File: config.mk
export PLATFORM = sky130hd
export DESIGN_NAME = text_buffer_uart_dump
export DESIGN_NICKNAME = d
export VERILOG_FILES = /design/src/rtl/text_buffer_uart_dump.sv
export SDC_FILE = /design/constraint.sdc
export NUM_CORES = 1
export LEC_CHECK = 0
export CORE_MARGIN = 5
export CORE_UTILIZATION = 50
export DETAILED_ROUTE_END_ITERATION = 10
export PLACE_DENSITY = 0.81
export SYNTH_ARGS = -nofsm -noshare
export SYNTH_HDL_FRONTEND = slang
export SYNTH_SLANG_ARGS = --single-unit
File: constraint.sdc
create_clock -name i_Clk -period 2.2 [get_ports i_Clk]
set_input_delay 0.44 -clock i_Clk [delete_from_list [all_inputs] [get_ports i_Clk]]
set_output_delay 0.44 -clock i_Clk [all_outputs]
set_load 0.05 [all_outputs]
File: src/rtl/text_buffer_uart_dump.sv
// Streams a text-buffer RAM out of an 8N1 UART, one frame per cell.
// Optional CR/LF after every row when DUMP_LINE_BREAK_EN is defined.
module text_buffer_uart_dump #(
    parameter int CLKS_PER_BIT = 2604,
    parameter int COLS         = 80,
    parameter int CELLS        = 2400
) (
    input  logic        i_Clk,
    input  logic        i_Reset,
    input  logic        i_Start,
    input  logic        i_Abort,
    output logic [11:0] o_Read_Address,
    input  logic [7:0]  i_Read_Data,
    output logic        o_UART_TX,
    output logic        o_Busy,
    output logic        o_Done
);

    localparam int BW = (CLKS_PER_BIT > 1) ? $clog2(CLKS_PER_BIT) : 1;
    localparam logic [BW-1:0] BAUD_MAX = BW'(CLKS_PER_BIT - 1);
    localparam logic [11:0] LAST_ADDR = 12'(CELLS - 1);

    typedef enum logic [2:0] {
        IDLE, FETCH, LATCH, TX_START, TX_DATA, TX_STOP, NEXT
    } state_t;

    state_t state_q, state_d;

    logic [BW-1:0] baud_q, baud_d;
    logic [2:0]    bit_q, bit_d;
    logic [11:0]   addr_q, addr_d;
    logic [7:0]    byte_q, byte_d;
    logic          tx_q, tx_d;
    logic          abort_q, abort_d;
    logic          done_q, done_d;

    logic baud_end;
    logic last_cell;
    logic abort_req;
    logic lb_more;

    assign baud_end  = (baud_q == BAUD_MAX);
    assign last_cell = (addr_q == LAST_ADDR);
    assign abort_req = abort_q | i_Abort;

`ifdef DUMP_LINE_BREAK_EN
    localparam int CW = (COLS > 1) ? $clog2(COLS) : 1;
    localparam logic [CW-1:0] COL_LAST = CW'(COLS - 1);

    logic [CW-1:0] col_q, col_d;
    logic [1:0]    lb_q, lb_d;
    logic          eol;

    assign eol     = (col_q == COL_LAST);
    // lb_q: 0 = cell frame, 1 = CR sent, 2 = LF sent
    assign lb_more = ((lb_q == 2'd0) && eol) || (lb_q == 2'd1);
`else
    assign lb_more = 1'b0;
`endif

    always_ff @(posedge i_Clk or posedge i_Reset) begin
        if (i_Reset) state_q <= IDLE;
        else         state_q <= state_d;
    end

    always_comb begin
        state_d = state_q;
        unique case (state_q)
            IDLE:     if (i_Start) state_d = FETCH;
            FETCH:    state_d = i_Abort ? IDLE : LATCH;
            LATCH:    state_d = i_Abort ? IDLE : TX_START;
            TX_START: if (baud_end) state_d = TX_DATA;
            TX_DATA:  if (baud_end && bit_q == 3'd7) state_d = TX_STOP;
            TX_STOP:  if (baud_end) state_d = NEXT;
            NEXT: begin
                if (abort_req)      state_d = IDLE;
                else if (lb_more)   state_d = TX_START;
                else if (last_cell) state_d = IDLE;
                else                state_d = FETCH;
            end
            default:  state_d = IDLE;
        endcase
    end

    always_comb begin
        o_Busy  = (state_q != IDLE);
        baud_d  = baud_q;
        bit_d   = bit_q;
        addr_d  = addr_q;
        byte_d  = byte_q;
        abort_d = abort_q;
        done_d  = 1'b0;
        tx_d    = 1'b1;
`ifdef DUMP_LINE_BREAK_EN
        col_d   = col_q;
        lb_d    = lb_q;
`endif
        unique case (state_q)
            IDLE: begin
                addr_d  = '0;
                baud_d  = '0;
                bit_d   = '0;
                abort_d = 1'b0;
`ifdef DUMP_LINE_BREAK_EN
                col_d   = '0;
                lb_d    = '0;
`endif
            end
            FETCH: ;
            LATCH: begin
                byte_d = (i_Read_Data == 8'h00) ? 8'h20 : i_Read_Data;
                baud_d = '0;
            end
            TX_START, TX_DATA, TX_STOP: begin
                abort_d = abort_req;
                baud_d  = baud_end ? '0 : baud_q + BW'(1);
                if (state_q == TX_START) tx_d = 1'b0;
                if (state_q == TX_DATA) begin
                    tx_d = byte_q[bit_q];
                    if (baud_end) bit_d = bit_q + 3'd1;
                end
            end
            NEXT: begin
                if (state_d == TX_START) begin
`ifdef DUMP_LINE_BREAK_EN
                    byte_d = (lb_q == 2'd0) ? 8'h0D : 8'h0A;
                    lb_d   = lb_q + 2'd1;
`endif
                end else if (state_d == FETCH) begin
                    addr_d = addr_q + 12'd1;
`ifdef DUMP_LINE_BREAK_EN
                    lb_d   = '0;
                    col_d  = eol ? '0 : col_q + CW'(1);
`endif
                end else begin
                    done_d = ~abort_req;
                end
            end
            default: ;
        endcase
    end

    // Line is registered from the current state, so it trails state by a cycle
    always_ff @(posedge i_Clk or posedge i_Reset) begin
        if (i_Reset) begin
            baud_q  <= '0;
            bit_q   <= '0;
            addr_q  <= '0;
            byte_q  <= '0;
            tx_q    <= 1'b1;
            abort_q <= 1'b0;
            done_q  <= 1'b0;
`ifdef DUMP_LINE_BREAK_EN
            col_q   <= '0;
            lb_q    <= '0;
`endif
        end else begin
            baud_q  <= baud_d;
            bit_q   <= bit_d;
            addr_q  <= addr_d;
            byte_q  <= byte_d;
            tx_q    <= tx_d;
            abort_q <= abort_d;
            done_q  <= done_d;
`ifdef DUMP_LINE_BREAK_EN
            col_q   <= col_d;
            lb_q    <= lb_d;
`endif
        end
    end

    assign o_Read_Address = addr_q;
    assign o_UART_TX      = tx_q;
    assign o_Done         = done_q;

endmodule
==> Yosys cells after proc, flatten, opt, wreduce, memory -nomap -nowiden <==
Cells that the tools add are included.
{ "classes": {"addsub": 3, "order_cmp": 1, "eq_ne": 15, "n_mux": 27, "n_bitwise": 2, "n_reduce_logical": 11} }
{ "ops": {"columns": ["cell", "count"], "rows": [
  ["$pmux W12 S2", 2],
  ["$mux W12", 3],
  ["$add A12 B1 Y12 const B", 2],
  ["$eq A12 B12 Y1 const B", 2],
  ["$pmux W3 S7", 1],
  ["$mux W3", 6],
  ["$eq A3 B3 Y1 const B", 4],
  ["$eq A3 B2 Y1 const B", 3],
  ["$mux W1", 9],
  ["$logic_not A8 Y1", 1],
  ["$mux W8", 1],
  ["$ne A2 B2 Y1 const B", 4],
  ["$eq A3 B1 Y1 const B", 2],
  ["$pmux W3 S2", 1],
  ["$reduce_and A3 Y1", 2],
  ["$reduce_bool A2 Y1", 3],
  ["$lt A3 B4 Y1 const B", 1],
  ["$mux W2", 2],
  ["$add A3 B1 Y3 const B", 1],
  ["$bmux W1 S3", 1],
  ["$logic_not A3 Y1", 1],
  ["$reduce_bool A3 Y1", 1],
  ["$reduce_or A3 Y1", 1],
  ["$pmux W1 S2", 1],
  ["other kinds (4)", 4]
]} }
{ "word_totals": {"ff_bits": 41, "elab_cells": 67} }

==> Depth between registers and ports, before layout <==
{ "logic_depth": {"depth_word": 8, "ltp_mapped": 7, "mapped_depth_nobuf": 6} }

==> Worst setup path after synthesis <==
OpenSTA, ideal clock, no wires.
{ "synth_path": {"path_kind": "flip-flop to flip-flop", "startpoint": "register addr_q[0], in the netlist o_Read_Address[0]", "endpoint": "register addr_q[5], in the netlist o_Read_Address[5]", "setup_time_ns": 0.097, "arrival_time_ns": 1.834, "path_slack_ns": 0.269, "stages_incl_launch_ff": 8, "n_path_buf": 1, "period_less_slack_ns": 1.931, "cell_sequence": "dfrtp_1 > ha_1 > and4bb_2 > nand3_2 > a21boi_2 > buf_4 > o21ai_0 > o31ai_1"} }
{ "synth_between": {"elab_chain_cells": 7} }
{ "synth_lines": {"columns": ["element", "line", "text"], "rows": [
  ["start: declaration", "31", "logic [11:0] addr_q, addr_d;"],
  ["start signal: assignment", "160", "addr_q <= addr_d;"],
  ["$eq A12 B12 Y1", "43", "assign last_cell = (addr_q == LAST_ADDR);"],
  ["$mux W1", "78", "else if (last_cell) state_d = IDLE;"],
  ["$mux W1", "76", "if (abort_req) state_d = IDLE;"],
  ["$pmux W3 S7", "68", "unique case (state_q)"],
  ["$eq A3 B1 Y1 or $eq A3 B2 Y1 (tied branches)", "129, 124", null],
  ["$ne A2 B2 Y1 (no source line)", null, null],
  ["$reduce_and A3 Y1 (no source line)", null, null]
]} }
Several ways; a longest one is shown, not always the timed one. The select of a mux whose other input is x is not followed.
A chain may end at the register's enable or synchronous reset.

==> Worst setup path in the final report <==
{ "layout_path": {"startpoint": "register addr_q[5], in the netlist o_Read_Address[5]", "endpoint": "output o_Read_Address[5]"} }
{ "layout_lines": {"columns": ["element", "line", "text"], "rows": [
  ["end: declaration", "12", "output logic [11:0] o_Read_Address,"]
]} }
No word-level cell between the ends.

==> out/results.ini <==
[cts]
h-tree-depth = 2
holdBufCountCts = 0
clk_pin_slew_worst_paths_ns = 0.08
clockRootBuffer = clkbuf_8
cts.repair.resized = 0
clk_latency_ns = 0.29
cts_made_buffers = 5
clock_path_buffers = 2
post_cts_buffers = 0
tritoncts = done
numClockSinks = 41

[timing]
max_freq_ghz = 0.4840
tightest_slew_ns = 0.5299
min_period_ns = 2.066
relSlewSlack_pct = 64.67
rsz0062_at_grt = no
min_period_over_period_pct = 93.91
drv_slew = 0
tns_ns = 0
final_hold_viol_count = 0
hold_ws_ns = 0.4927
skew_ns = 0.006246
setup_ws_ns = 0.1340
setup_viol = 0

[yosys]
yosys-top-cells-count = dfrtp_1 (40), nor2_1 (21), nand2_1 (19)
synthXorXnorAreaFrac_pct = 3.084
avgSynthCellArea_sq_um = 10.19
synth.distinct_cells = 51
yosysMostFrequentCell = dfrtp_1
synth_seq_cells = 41
syn_inst = 223
synth_area_sq_um = 2272
ys_seq_area_share_pct = 45.21
synth_top_family_by_area = simple AND/OR/NAND/NOR gates
yosys.area_share.simple_pct = 23.51
syn_nets = 239
synth-async-reset-ratio_pct = 100.0
synth_mux_area_share_pct = 6.883
synth_compound_area_share_pct = 16.02
yosys.area.top_type = dfrtp_1
synth.area.top_cells = dfrtp_1 (44%), mux2_2 (4.5%), o21ai_0 (4.0%), nor2_1 (3.5%), nand2_1 (3.1%)
yosysWarningCount = 0
synth_flop_cell = dfrtp_1
synth_edf_count = 0
yosys.area_share.adder_pct = 2.203
synth_top_area_share_pct = 44.05

[routing]
wl_per_cell_um = 14.71
vias = 1833
drtPass1Iterations = 4
ant_nets = 0
drc = 0
viasPerCell = 5.971
wl_mm = 4.516
dr.first_iter.drc_count = 72

[grt]
grt_max_degree = 42
busiest_layer = met2
gr-total-overflow = 0
grt_antenna_before_repair = 0
met3_usage_pct = 4.514
grt_pass1_vias = 1803
met1_usage_pct = 21.38
grt_pass1_wl_mm = 8.128
grtUsageMet2_pct = 26.60
grt_use_total_pct = 16.34

[placed_design]
place.gp.congestion = 0.8619
io_buffers = 26
placed_cells = 299
pre_cts_slack_ns = 0.2977
place_area_sq_um = 2594
hpwl_mm = 3.244

[worst_setup_path]
crit_chain = clkdlybuf4s50_1
worstPathArrival_ns = 1.63
crit_path_max_incr_delay_ns = 0.85
critPathMaxFanout = 8
crit_buf_inv = 1
worstSetupPathType = flop to output port
cp-end-kind = output port
crit_required_ns = 1.76
startpoint_type = flop
cp_slowest_cell = clkdlybuf4s50_1
critPathTopFamily = buffers and inverters

[worst_hold_path]
hp-class = flop to flop

[outcome]
outcome = completed

[layout]
n_antenna_cell = 0
post-route-util_pct = 61.82
syn_to_final_growth_pct = 19.27
final_cells = 307
stdcell_area_sq_um = 2710
drive_gt1_share_pct = 16.08
nNetsFinal = 270

[floorplan]
core_sq_um = 4384
dieArea_sq_um = 5992
fp-row-count = 24
initial_utilization_pct = 51.83
die_h_um = 77.41
fp.dieW_um = 77.41
io_pins = 27

[power_and_ir_drop]
p_leak_nw = 1.160
powerDensity_nw_per_um2 = 876.8
irDropWorstVdd_v = 0.0005770
finalPower_mw = 2.376

[job]
maxCapViolCount = 0

## report_power, final
part           internal [mW]  switching (mW)  leakage, nW  total [mW]
clock                  0.370           0.251       0.0585       0.621
sequential             0.879           0.118        0.545       0.997
combinational          0.358           0.401        0.556       0.759
total                   1.61           0.769         1.16        2.38
## state kept, by name, indices dropped and copies added (netlist names)
name	count
abort_q	1
o_UART_TX	1
baud_q	12
state_q	3
o_Done	1
o_Read_Address	12
byte_q	8
bit_q	3
## layout by cell type, fill, tap and decap left out, types with 2 or more instances in the layout
| master | netlist | routed |
|---|---|---|
| clkdlybuf4s50_1 | 0 | 25 |
| o21ai_0 | 18 | 18 |
| dfrtp_1 | 40 | 40 |
| xor2_1 | 5 | 5 |
| and4bb_1 | 2 | 2 |
| mux2_2 | 9 | 9 |
| a31oi_1 | 6 | 6 |
| nor2_1 | 21 | 21 |
| nor3_1 | 3 | 3 |
| clkbuf_8 | 0 | 6 |
| o31ai_1 | 8 | 8 |
| nor3_4 | 2 | 2 |
| a21oi_1 | 7 | 7 |
| a22o_1 | 3 | 3 |
| nand3_2 | 2 | 2 |
| nand2_1 | 19 | 19 |
| o21ai_1 | 2 | 2 |
| nand4_1 | 4 | 4 |
| and4bb_2 | 2 | 2 |
| mux4_2 | 2 | 2 |
| nand3_1 | 14 | 14 |
| xnor2_1 | 3 | 3 |
| or3_1 | 3 | 3 |
| a211o_1 | 2 | 2 |
| buf_4 | 3 | 4 |
| o211ai_1 | 2 | 2 |
| and3_1 | 5 | 5 |
| ha_1 | 4 | 4 |
| inv_1 | 7 | 7 |
## path summary, 6_finish.rpt
kind,from,to,cells after the start,slack (ns)
worst max register to register,state_q[2]$_DFF_PP0_,o_Read_Address[9]$_DFFE_PP0P_,5,0.43
min in group asynchronous,i_Reset,byte_q[0]$_DFFE_PP0N_,3,0.57
worst min-delay path,o_Read_Address[11]$_DFFE_PP0P_,o_Read_Address[11]$_DFFE_PP0P_,1,0.49
max in group asynchronous,i_Reset,o_UART_TX$_DFF_PP1_,3,1.27
worst min register to register,o_Read_Address[11]$_DFFE_PP0P_,o_Read_Address[11]$_DFFE_PP0P_,1,0.49
worst max-delay path,o_Read_Address[5]$_DFFE_PP0P_,o_Read_Address[5],1,0.13
## routing by layer
layer	up-vias	share of wire (%)
li1	886	-
met1	896	45
met2	47	49
met3	4	5.2
met4	0	0.84
met5	-	0
## layout make-up
| class | instances | area [sq um] |
|---|---|---|
| timing repair buffer | 30 | 300.3 |
| clock buffer | 7 | 86.33 |
| multi-input combinational | 169 | 1175 |
| inverter | 7 | 26.28 |
| tap | 52 | 65.06 |
| fill | 370 | 1674 |
| clock inverter | 1 | 30.03 |
| sequential | 41 | 1027 |
## cell families after synthesis
| family | Yosys count |
|---|---|
| buf+inv | 13 |
| flops | 41 |
| compound gates | 55 |
| fa+ha+maj | 4 |
| mux | 12 |
| simple gates | 90 |
| xor+xnor | 8 |
Note: power is estimated with default switching activity, not from simulation.
